<file path="src/rtl/adc_capture_asic.sv">
// adc_capture_asic
//   Packet engine of the ADC-capture chip. A capture command produces a burst
//   of fixed-length packets of DW-bit samples, taken either from the live ADC
//   input or from an internal incrementing self-test pattern.
//
// Ports
//   clk, rst             core clock, synchronous active-high reset
//   clk_en               engine clock enable (0 freezes all state and outputs)
//   sw_rstn              synchronous active-low soft reset, same effect as rst
//   self_test_mode       1: internal pattern, 0: adc_din
//   capture_start/again  level commands, rising edge acts (start restarts
//                        the pattern at 0, again continues it)
//   pkt_gap              packets per burst (0 behaves as 1)
//   pkt_data_len         00=216, 01=432, 10=864, 11=1728 words per packet
//   pkt_idle_len         idle cycles between packets
//   adc_din              live sample input
//   adc_data/_valid      registered sample and its beat strobe
//   adc_sop/adc_eop      first/last beat of a packet, qualified by valid
//   busy, done           burst in progress / one-cycle end-of-burst pulse
//   state_dbg            current FSM state
//
// Handshake: adc_data_valid is a pure strobe; there is no ready and no
// backpressure, and the sink must take every beat on which valid is high.
module adc_capture_asic #(
  parameter int DW     = 18,
  parameter int GAP_W  = 8,
  parameter int IDLE_W = 8
) (
  input  logic              clk,
  input  logic              rst,
  input  logic              clk_en,
  input  logic              sw_rstn,
  input  logic              self_test_mode,
  input  logic              capture_start,
  input  logic              capture_again,
  input  logic [GAP_W-1:0]  pkt_gap,
  input  logic [1:0]        pkt_data_len,
  input  logic [IDLE_W-1:0] pkt_idle_len,
  input  logic [DW-1:0]     adc_din,
  output logic [DW-1:0]     adc_data,
  output logic              adc_data_valid,
  output logic              adc_sop,
  output logic              adc_eop,
  output logic              busy,
  output logic              done,
  output logic [1:0]        state_dbg
);

  typedef enum logic [1:0] {
    S_IDLE = 2'd0,
    S_DATA = 2'd1,
    S_GAP  = 2'd2
  } state_e;

  state_e            state_q, state_d;
  logic              start_q, start_d, again_q, again_d;
  logic [DW-1:0]     pat_q, pat_d;
  logic [GAP_W-1:0]  pkt_q, pkt_d;
  logic [10:0]       word_q, word_d;
  logic [IDLE_W-1:0] idle_q, idle_d;
  logic [GAP_W-1:0]  gap_cfg_q, gap_cfg_d;
  logic [1:0]        len_cfg_q, len_cfg_d;
  logic [IDLE_W-1:0] idle_cfg_q, idle_cfg_d;
  logic              st_cfg_q, st_cfg_d;
  logic [DW-1:0]     data_q, data_d;
  logic              valid_q, valid_d, sop_q, sop_d, eop_q, eop_d;
  logic              busy_q, busy_d, done_q, done_d;

  logic              start_re, again_re;
  logic              emit;
  logic [DW-1:0]     emit_pat;
  logic [10:0]       emit_word;
  logic [GAP_W-1:0]  gap_eff;
  logic [GAP_W:0]    pkt_next;
  logic              more_pkts;

  function automatic logic [10:0] last_idx(input logic [1:0] len);
    case (len)
      2'b00:   last_idx = 11'd215;
      2'b01:   last_idx = 11'd431;
      2'b10:   last_idx = 11'd863;
      default: last_idx = 11'd1727;
    endcase
  endfunction

  always_comb begin
    start_re  = capture_start & ~start_q;
    again_re  = capture_again & ~again_q;
    gap_eff   = (gap_cfg_q == '0) ? {{(GAP_W-1){1'b0}}, 1'b1} : gap_cfg_q;
    pkt_next  = {1'b0, pkt_q} + {{GAP_W{1'b0}}, 1'b1};
    more_pkts = pkt_next < {1'b0, gap_eff};

    state_d    = state_q;
    start_d    = capture_start;
    again_d    = capture_again;
    pat_d      = pat_q;
    pkt_d      = pkt_q;
    word_d     = word_q;
    idle_d     = idle_q;
    gap_cfg_d  = gap_cfg_q;
    len_cfg_d  = len_cfg_q;
    idle_cfg_d = idle_cfg_q;
    st_cfg_d   = st_cfg_q;
    data_d     = data_q;
    valid_d    = 1'b0;
    sop_d      = 1'b0;
    eop_d      = 1'b0;
    done_d     = 1'b0;
    emit       = 1'b0;
    emit_pat   = pat_q;
    emit_word  = '0;

    case (state_q)
      S_IDLE: begin
        // Start wins over again; config is captured only here so that
        // mid-burst changes wait for the next burst.
        if (start_re || again_re) begin
          gap_cfg_d  = pkt_gap;
          len_cfg_d  = pkt_data_len;
          idle_cfg_d = pkt_idle_len;
          st_cfg_d   = self_test_mode;
          pkt_d      = '0;
          emit       = 1'b1;
          emit_pat   = start_re ? '0 : pat_q;
          state_d    = S_DATA;
        end
      end
      S_DATA: begin
        if (word_q != last_idx(len_cfg_q)) begin
          emit      = 1'b1;
          emit_word = word_q + 11'd1;
        end else if (more_pkts) begin
          pkt_d = pkt_next[GAP_W-1:0];
          if (idle_cfg_q != '0) begin
            // The cycle spent entering S_GAP is the first idle cycle.
            state_d = S_GAP;
            idle_d  = idle_cfg_q - {{(IDLE_W-1){1'b0}}, 1'b1};
          end else begin
            emit = 1'b1;
          end
        end else begin
          state_d = S_IDLE;
          done_d  = 1'b1;
        end
      end
      S_GAP: begin
        if (idle_q == '0) begin
          emit    = 1'b1;
          state_d = S_DATA;
        end else begin
          idle_d = idle_q - {{(IDLE_W-1){1'b0}}, 1'b1};
        end
      end
      default: state_d = S_IDLE;
    endcase

    // Output registers carry the beat chosen this cycle, so the first beat
    // appears the cycle after the command edge is seen.
    if (emit) begin
      word_d  = emit_word;
      valid_d = 1'b1;
      sop_d   = (emit_word == 11'd0);
      eop_d   = (emit_word == last_idx(len_cfg_d));
      if (st_cfg_d) begin
        data_d = emit_pat;
        pat_d  = emit_pat + DW'(1);
      end else begin
        data_d = adc_din;
      end
    end

    busy_d = (state_d != S_IDLE);
  end

  always_ff @(posedge clk) begin
    if (rst || !sw_rstn) begin
      state_q    <= S_IDLE;
      start_q    <= 1'b0;
      again_q    <= 1'b0;
      pat_q      <= '0;
      pkt_q      <= '0;
      word_q     <= '0;
      idle_q     <= '0;
      gap_cfg_q  <= '0;
      len_cfg_q  <= '0;
      idle_cfg_q <= '0;
      st_cfg_q   <= 1'b0;
      data_q     <= '0;
      valid_q    <= 1'b0;
      sop_q      <= 1'b0;
      eop_q      <= 1'b0;
      busy_q     <= 1'b0;
      done_q     <= 1'b0;
    end else if (clk_en) begin
      state_q    <= state_d;
      start_q    <= start_d;
      again_q    <= again_d;
      pat_q      <= pat_d;
      pkt_q      <= pkt_d;
      word_q     <= word_d;
      idle_q     <= idle_d;
      gap_cfg_q  <= gap_cfg_d;
      len_cfg_q  <= len_cfg_d;
      idle_cfg_q <= idle_cfg_d;
      st_cfg_q   <= st_cfg_d;
      data_q     <= data_d;
      valid_q    <= valid_d;
      sop_q      <= sop_d;
      eop_q      <= eop_d;
      busy_q     <= busy_d;
      done_q     <= done_d;
    end
  end

  assign adc_data       = data_q;
  assign adc_data_valid = valid_q;
  assign adc_sop        = sop_q;
  assign adc_eop        = eop_q;
  assign busy           = busy_q;
  assign done           = done_q;
  assign state_dbg      = state_q;

endmodule

</file>
<file path="config.mk">
export PLATFORM = sky130hd
export DESIGN_NAME = adc_capture_asic
export DESIGN_NICKNAME = d
export VERILOG_FILES = /design/src/rtl/adc_capture_asic.sv
export SDC_FILE = /design/constraint.sdc
export NUM_CORES = 1
export LEC_CHECK = 0
export ABC_AREA = 1
export ABC_CLOCK_PERIOD_IN_PS = 2400
export CORE_UTILIZATION = 30
export CTS_CLUSTER_DIAMETER = 80
export DETAILED_ROUTE_END_ITERATION = 16
export SLEW_MARGIN = 25
export SYNTH_ARGS = -nofsm -noshare
export SYNTH_HDL_FRONTEND = slang
export SYNTH_SLANG_ARGS = --single-unit
</file>
<file path="constraint.sdc">
create_clock -name clk -period 2.4 [get_ports clk]
set_input_delay 0.72 -clock clk [delete_from_list [all_inputs] [get_ports clk]]
set_output_delay 0.72 -clock clk [all_outputs]
set_load 0.01 [all_outputs]
</file>
=== Word level (Yosys, flattened, before mapping) ===
Cells that the tools add are included.

* Logic and storage cells: 100
* Output and inout bits: 25
* Bits in registers: 91
* Input bits: 43

* Reductions and logical operators: 18
* Bitwise gates (word level): 4
* Multiplexer cells: 42
* Equal/unequal tests: 13
* Magnitude comparators: 1
* $add $sub $neg: 5

{| class="wikitable"
|+ Operators by type and width
! cell !! number
|-
| $mux 18 || 4
|-
| $pmux 11 s3 || 2
|-
| $mux 8 || 8
|-
| $mux 11 || 4
|-
| $pmux 8 s2 || 2
|-
| $add 18x1->18 const B || 1
|-
| $logic_not 8->1 || 2
|-
| $sub 8x1->8 const B || 2
|-
| $mux 2 || 7
|-
| $mux 1 || 13
|-
| $add 11x1->11 const B || 1
|-
| $eq 11x11->1 || 1
|-
| $logic_not 11->1 || 1
|-
| $ne 11x11->1 || 1
|-
| $ne 2x2->1 const B || 5
|-
| $add 8x1->9 const B || 1
|-
| $lt 9x8->1 || 1
|-
| $reduce_bool 8->1 || 1
|-
| $eq 2x1->1 const B || 3
|-
| $eq 2x2->1 const B || 3
|-
| $logic_not 2->1 || 3
|-
| $pmux 2 s3 || 1
|-
| $reduce_and 3->1 || 2
|-
| $reduce_and 6->1 || 1
|-
| 8 further kinds || 13
|}

=== Depth between registers and ports, before layout ===
Gate-level depths: netlist of run 1.

* Depth after elaboration: 10
* Gate-level depth with buffers: 19
* Mapped depth without buffers: 19

=== Worst setup path before layout of run 1 ===
Ideal clock, no wire load.

* Path kind: reg-to-reg
* Start point: reg pkt_q[0]
* End point: reg idle_q[6]
* Arrival time: 2414 ps
* Stages on the path, launching flop included: 19
* Setup time: 127 ps
* Slack: -141 ps
* Clock period less this slack: 2541 ps
* Cell sequence: dfxtp_1 > inv_1 > nor3_1 > inv_1 > nor2_1 > nand2_1 > xor2_1 > ha_1 > nand3_1 > inv_1 > nand2_1 > nand3b_1 > nor2_1 > nand2_1 > a21oi_2 > nand2_1 > clkbuf_1 > o21ai_0 > a21oi_1

* Word-level cells in the longest chain between the ends: 4

{| class="wikitable"
|+ RTL lines
! item !! RTL line !! text
|-
| start, declared || 58 || <nowiki>logic [GAP_W-1:0] pkt_q, pkt_d;</nowiki>
|-
| start signal, assigned || 199 || <nowiki>pkt_q <= pkt_d;</nowiki>
|-
| $add 8x1->9 || 90 || <nowiki>pkt_next = {1'b0, pkt_q} + {{GAP_W{1'b0}}, 1'b1};</nowiki>
|-
| $lt 9x8->1 || 91 || <nowiki>more_pkts = pkt_next < {1'b0, gap_eff};</nowiki>
|-
| $ne 2x2->1 (no line) || - ||
|-
| $reduce_and 6->1 (no line) || - ||
|-
| end signal, assigned || 201 || <nowiki>idle_q <= idle_d;</nowiki>
|-
| end, declared || 60 || <nowiki>logic [IDLE_W-1:0] idle_q, idle_d;</nowiki>
|}

No other way between the ends.
A chain may end at the register's enable or synchronous reset.

=== Final worst setup path of run 1 ===
* Start point: reg pkt_q[1]
* End point: reg pat_q[15]

* Word-level cells in the longest chain between the ends: 6

{| class="wikitable"
|+ RTL lines
! item !! RTL line !! text
|-
| $add 8x1->9 || 90 ||
|-
| $lt 9x8->1 || 91 ||
|-
| $mux 1 || 132 || <nowiki>end else if (more_pkts) begin</nowiki>
|-
| $mux 1 || 129 || <nowiki>if (word_q != last_idx(len_cfg_q)) begin</nowiki>
|-
| $pmux 1 s3 || 113 || <nowiki>case (state_q)</nowiki>
|-
| $reduce_and 3->1 (no line) || - ||
|-
| end signal, assigned || 198 || <nowiki>pat_q <= pat_d;</nowiki>
|-
| end, declared || 57 || <nowiki>logic [DW-1:0] pat_q, pat_d;</nowiki>
|}

No other way between the ends.

==> reports/metrics.yaml, run 1 <==
slew-limit-headroom_pct: 72.5
layout.nets: 996
violations: "negative setup slack"
r2r-start: "pkt_q[1]$_SDFFE_PP0P_"
synth_edf_count: 0
worstHoldPathCells: 2
fin_ws_ps: -361
period_share_pct: 115
drc: 0
synth_seq_cells: 91
start_util_pct: 31.1
hold_class: "reg -> reg"
die_h_um: 137
htreeDepth: 3
post_drt_wl_per_cell_um: 13.1
crit_buf_inv: 4
crit_arrival_ps: 3050
synth_fp_nets: 866
r2r_cells: 19
seq_power_share_pct: 42.0
dr_total_vias: 5454
dr.first_iter.drc_count: 313
drv_slew: 0
drv_cap: 0
path_class: "reg -> reg"
cts_made_buffers: 9
ios: 68
yosys_warnings: 0
grt_pass1_wl_um: 24600
cts_max_path_buffers: 2
grt_antenna_before_repair: 0
clkSinkCount: 91
antenna_left: 0
sw_frac_of_total_pct: 29.3
n_antenna_cell: 0
dp_cells: 1135
synth.most_common_cell: "nand2_1"
crit_slowest_cell: "dfxtp_2"
vias_per_cell: 4.69
async_reset_ff_share_pct: 0
portBuffers: 67
holdCritStartpoint: "st_cfg_q$_SDFFE_PP0P_"
cpPeakStageDelay_ps: 340
grt_setup_unrepaired: "true"
p_clk_share_pct: 35.4
cp-start-kind: "register"
grtUsageTotal_pct: 17.0
rr_endpoint: "pat_q[15]$_SDFFE_PP0P_"
finalCriticalPeriod_ps: 2760
p_comb_share_pct: 22.6
die_area_um2: 18700
crit_required_ps: 2690
grt_pass1_vias: 5088
clk_pin_slew_ps: 60
cpMostUsedCell: "inv_2"
dp_hpwl_um: 11300
cts-root-buf: "clkbuf_16"
cp-end-kind: "register"
grt.overflow.total: 0
synth_top_flop_cell: "dfxtp_1"
fp.coreArea_um2: 17500
status: "finished, violations left"
postSynthCellCount: 802
die_width_um: 137
fmax_mhz: 362
yosys-top-cells-area: "dfxtp_1, nand2_1, inv_1, o21ai_0, a21oi_1"
drive_gt1_share_pct: 22.2
synth_top_area_share_pct: 33.5
min_to: "st_cfg_q$_SDFFE_PP0P_"
drtPass1Iterations: 5
p_leak_nw: 3.17
hold_buffers: 0
instances_no_fill: 1162
vdd_drop_max_uv: 357
cp_max_fo: 6
hold_violations: 0
grt_max_degree: 33
ys_seq_area_share_pct: 33.5
syn-cell-area_um2: 5440
wirelength_um: 15200
row_count: 48
yosys.area.top_type: "dfxtp_1"
worstMarginPinSlew_ps: 408
post_dp_cell_area_um2: 6890
cp_cell_sequence: "inv_2 -> nor3_4 -> inv_2 -> nor2_4 -> nand2_2 -> xor2_2 -> ha_1 -> nand3_2 -> inv_2 -> nand2_2 -> nand3b_1 -> nor2_2 -> nand3_2 -> nand3_4 -> nand2_8 -> nor2_4 -> buf_6 -> o21ai_2 -> a21oi_2"
cts_tree: "built"
finalInstanceArea_um2: 7590
crit_family: "simple AND/OR/NAND/NOR gates"
r2r_setup_slack_ps: -360
skew_ps: 7.38
avgSynthCellArea_um2: 6.78
whs_ps: 460
setup_violations: 70
clock_latency_ps: 350
synth_common_cells: "nand2_1, inv_1, dfxtp_1"
intPower_mw: 2.71
synth_cell_types: 39
finalWeightedCongestion: 0.809
powerDensity_nw_per_um2: 505
total_power_mw: 3.83
syn_to_final_growth_pct: 39.5
netSwitchingPower_mw: 1.12
[power groups by stage]
stage / logic, mW / registers (mW) / clock network [mW]
after floorplan: 0.466 / 1.64 / 0
after global placement: 0.759 / 1.64 / 0
after detailed placement: 0.763 / 1.64 / 0
after CTS: 0.809 / 1.61 / 1.39
after global routing: 0.958 / 1.61 / 1.44
final: 0.865 / 1.61 / 1.36
[per-layer routing]
| metal | global-route usage (%) | routed length, um | vias up |
|---|---|---|---|
| met5 | 0 | 0 | - |
| met4 | 7.53 | 317 | 0 |
| met3 | 2.22 | 436 | 19 |
| met2 | 26.4 | 7010 | 87 |
| met1 | 23.3 | 7460 | 2485 |
| li1 | - | - | 2863 |
[through the flow]
stage | setup slack [ps] | setup TNS (ps) | util [%]
6_report | -361 | -17540 | 43.4
5_1_grt | -492 | -26850 | 43.4
4_1_cts | -263 | -12680 | 42.0
3_5_place_dp | -487 | -19560 | 39.4
3_3_place_gp | -427 | -17800 | 39.4
2_1_floorplan | -23.5 | -395 | -
[tightest hold or removal path, cell delays in order, from the launching register on]
cell and delay (ps):
dfxtp_1 290, inv_1 60, a21oi_1 60
[state kept, by name (all words and copies together) (netlist names)]
name            count
state_dbg           2
len_cfg_q           2
adc_data_valid      1
word_q             11
gap_cfg_q           8
done                1
again_q             1
pat_q              18
start_q             1
adc_eop             1
adc_sop             1
busy                1
pkt_q               8
idle_cfg_q          8
st_cfg_q            1
idle_q              8
adc_data           18
[worst max path at each step]
stage	start	endpoint	slack, ps	cells after the start
after CTS	pkt_q[2]$_SDFFE_PP0P_	pat_q[1]$_SDFFE_PP0P_	-260	19
after global placement	capture_again	adc_eop$_SDFFE_PP0P_	-430	15
final	pkt_q[1]$_SDFFE_PP0P_	pat_q[15]$_SDFFE_PP0P_	-360	19
after floorplan	pkt_q[2]$_SDFFE_PP0P_	pkt_q[7]$_SDFFE_PP0P_	-20	18
after detailed placement	capture_again	adc_eop$_SDFFE_PP0P_	-490	14
after global routing	pkt_q[1]$_SDFFE_PP0P_	pat_q[15]$_SDFFE_PP0P_	-490	19
[layout by cell type, fill, tap and decap left out, types with 7 or more instances in the layout]
| cell type | instances |
|---|---|
| nand2_1 | 134 |
| inv_1 | 107 |
| dfxtp_1 | 88 |
| nor2_1 | 76 |
| clkdlybuf4s50_1 | 67 |
| buf_4 | 67 |
| a21oi_1 | 58 |
| o21ai_0 | 47 |
| nand3_1 | 39 |
| o21ai_2 | 22 |
| a21oi_2 | 22 |
| xor2_1 | 21 |
| nand4_1 | 20 |
| ha_1 | 19 |
| o21ai_1 | 16 |
| nand2_2 | 14 |
| nor3_1 | 10 |
| clkbuf_16 | 9 |
| buf_6 | 9 |
| xnor2_1 | 8 |
| a211oi_2 | 8 |
| inv_2 | 7 |
| buf_12 | 7 |
[cells by family (layout without fill, tap and decap cells)]
| logic type | Yosys count | count (layout) | share of synthesized area, % |
|---|---|---|---|
| buf+inv | 152 | 286 | 11.7 |
| simple gates | 323 | 324 | 26.4 |
| compound gates | 183 | 183 | 18.5 |
| xor+xnor | 32 | 32 | 5.15 |
| flops | 91 | 91 | 33.5 |
| fa+ha+maj | 21 | 21 | 4.83 |
[area by class of cell]
type | instances | area, um2
sequential | 91 | 1830
tap | 225 | 282
inverter | 117 | 444
clock inverter | 2 | 10.0
multi-input combinational | 560 | 3330
fill | 1753 | 9890
clock buffer | 14 | 264
timing repair buffer | 153 | 1430
[repair_timing]
item	in CTS	in global routing
cloned	0	4
buffers inserted	2	6
gates resized for setup	49	54
endpoints found under the setup margin	69	70
pin swaps	5	15
Note: power is estimated with default switching activity, not from simulation.
==> run 2, diff against run 1 <==
Settings changed: PLACE_DENSITY set to 0.54.
==> reports/metrics.yaml, run 2 (synthesized netlist as in run 1, its figures left out) <==
slew-limit-headroom_pct: 53.5  # -19 points
fp.coreArea_um2: 17500  # unchanged
htreeDepth: 3  # unchanged
mostFrequentLayoutCells: "nand2_1, inv_1, dfxtp_1, buf_4, nor2_1"
period_share_pct: 114  # -0.98 points
grt_max_degree: 55  # +67%
cts_made_buffers: 9  # unchanged
worstMarginPinSlew_ps: 698  # +290 ps
cts-root-buf: "clkbuf_16"
setup_violations: 70  # unchanged
cts_max_path_buffers: 2  # unchanged
grt_antenna_before_repair: 0  # unchanged
status: "finished, violations left"
hold_violations: 0  # unchanged
clkSinkCount: 91  # unchanged
drtPass1Iterations: 4  # -1
r2r_setup_slack_ps: -340  # +20 ps
dp_hpwl_um: 11400  # +0.24%
r2r-start: "pkt_q[2]$_SDFFE_PP0P_"
total_power_mw: 3.83  # about the same
fin_ws_ps: -337  # +23.5 ps
antenna_left: 0  # unchanged
path_class: "reg -> reg"
clock_latency_ps: 350  # about the same
drive_gt1_share_pct: 19.9  # -2.3 points
dr.first_iter.drc_count: 283  # -9.6%
holdCritStartpoint: "st_cfg_q$_SDFFE_PP0P_"
finalCriticalPeriod_ps: 2740  # -23.5 ps
skew_ps: 8.70  # +1.32 ps
drv_slew: 0  # unchanged
clk_pin_slew_ps: 70  # about the same
row_count: 48  # unchanged
grt.overflow.total: 0  # unchanged
n_antenna_cell: 0  # unchanged
ios: 68  # unchanged
die_width_um: 137  # unchanged
finalSetupTns_ps: -16860  # +681 ps
powerDensity_nw_per_um2: 507  # +0.39%
finalWeightedCongestion: 0.822  # +1.6%
cp-end-kind: "register"
cp_max_fo: 4  # -2
fmax_mhz: 365  # +0.86%
crit_required_ps: 2610  # -80 ps
violations: "negative setup slack"
post_drt_wl_per_cell_um: 13.1  # -0.31%
cp-start-kind: "register"
crit_arrival_ps: 2950  # -100 ps
grtUsageTotal_pct: 17.1  # +0.095 points
drc: 0  # unchanged
fin_util_pct: 43.2  # -0.21 points
portBuffers: 67  # unchanged
grt_setup_unrepaired: "true"
min_to: "st_cfg_q$_SDFFE_PP0P_"
vias_per_cell: 4.63  # -1.3%
worstHoldPathCells: 2  # unchanged
die_area_um2: 18700  # unchanged
layout_commonest_cell: "nand2_1"
r2r_cells: 19  # unchanged
die_h_um: 137  # unchanged
start_util_pct: 31.1  # unchanged
cts_tree: "built"
layout.nets: 1003  # +0.70%
grt_pass1_wl_um: 24500  # -0.37%
vdd_drop_max_uv: 353  # -1.2%
hold_buffers: 0  # unchanged
rr_endpoint: "idle_q[5]$_SDFFE_PP0P_"
wirelength_um: 15300  # +0.29%
syn_to_final_growth_pct: 38.9
grt_pass1_vias: 5012  # -1.5%
whs_ps: 458  # -2.42 ps
p_leak_nw: 3.20  # +0.69%
hold_class: "reg -> reg"
dr_total_vias: 5415  # -0.72%
drv_cap: 0  # unchanged
-- run 2: changes by cell type in the layout (fill, tap and decap cells not counted), sizes merged --
cell,previous run,this run
nor2,84,83
clkbuf,14,10
clkinvlp,0,3
clkinv,3,5
buf,86,93
-- run 2: timing repair --
item                       CTS  global route
hold endpoints to repair     0             0
cloned                       0             2
resized for setup           36            35
pin swaps                    8             5
setup endpoints to repair   70            70
setup buffers                8             8
-- run 2: final cells by class --
class                      count  area, um2
sequential                    91       1830
multi-input combinational    559       3210
timing repair inverter         1       11.3
fill                        1779       9920
clock buffer                  10        239
inverter                     117        449
tap                          225        282
timing repair buffer         160       1500
clock inverter                 6       41.3
-- run 2: metal layers --
| metal | vias up | part of all wire, % | track usage, % |
|---|---|---|---|
| met5 | - | 0 | 0 |
| met4 | 0 | 1.5 | 5.56 |
| met3 | 13 | 2.7 | 2.63 |
| met2 | 83 | 47 | 27.2 |
| met1 | 2437 | 49 | 23.3 |
| li1 | 2882 | - | - |
-- run 2: worst max-delay path by stage --
stage                               start                endpoint  slack (ps)  cells past startpoint
global route        pkt_q[2]$_SDFFE_PP0P_   pat_q[0]$_SDFFE_PP0P_        -530                     20
global placement            capture_start    adc_eop$_SDFFE_PP0P_        -400                     14
detailed placement          capture_again    adc_eop$_SDFFE_PP0P_        -450                     14
CTS                 pkt_q[2]$_SDFFE_PP0P_   pat_q[7]$_SDFFE_PP0P_        -340                     19
floorplan           pkt_q[2]$_SDFFE_PP0P_   pkt_q[7]$_SDFFE_PP0P_         -20                     18
finish              pkt_q[2]$_SDFFE_PP0P_  idle_q[5]$_SDFFE_PP0P_        -340                     19
-- run 2: metrics by stage --
stage	instances	instance area (um2)	setup WS, ps
after CTS	1159	7330	-335
after global placement	1135	6880	-396
after detailed placement	1135	6880	-449
after floorplan	802	5510	-23.5
after global routing	1169	7550	-529
final	1169	7550	-337
-- run 2: critical path: stages (launching register included) --
cell and delay [ps]:
dfxtp_2 340, inv_2 50, nor3_4 190, buf_4 130, buf_4 90, buf_4 100, xor2_2 180, ha_1 250
nand2_1 80, nor2_1 50, nand2_1 50, nand2_1 60, nor2_2 170, buf_4 140, nand2_2 60, a21oi_4 220
nand2_4 120, buf_4 160, nor3_4 120, a211oi_2 50
-- run 2: power by group --
| group | leakage, nW | total, mW | internal, mW | switching [mW] |
|---|---|---|---|---|
| Clock | 0.130 | 1.35 | 0.728 | 0.625 |
| Combinational | 2.33 | 0.867 | 0.397 | 0.470 |
| Sequential | 0.741 | 1.61 | 1.57 | 0.0387 |
| Total | 3.20 | 3.83 | 2.69 | 1.13 |
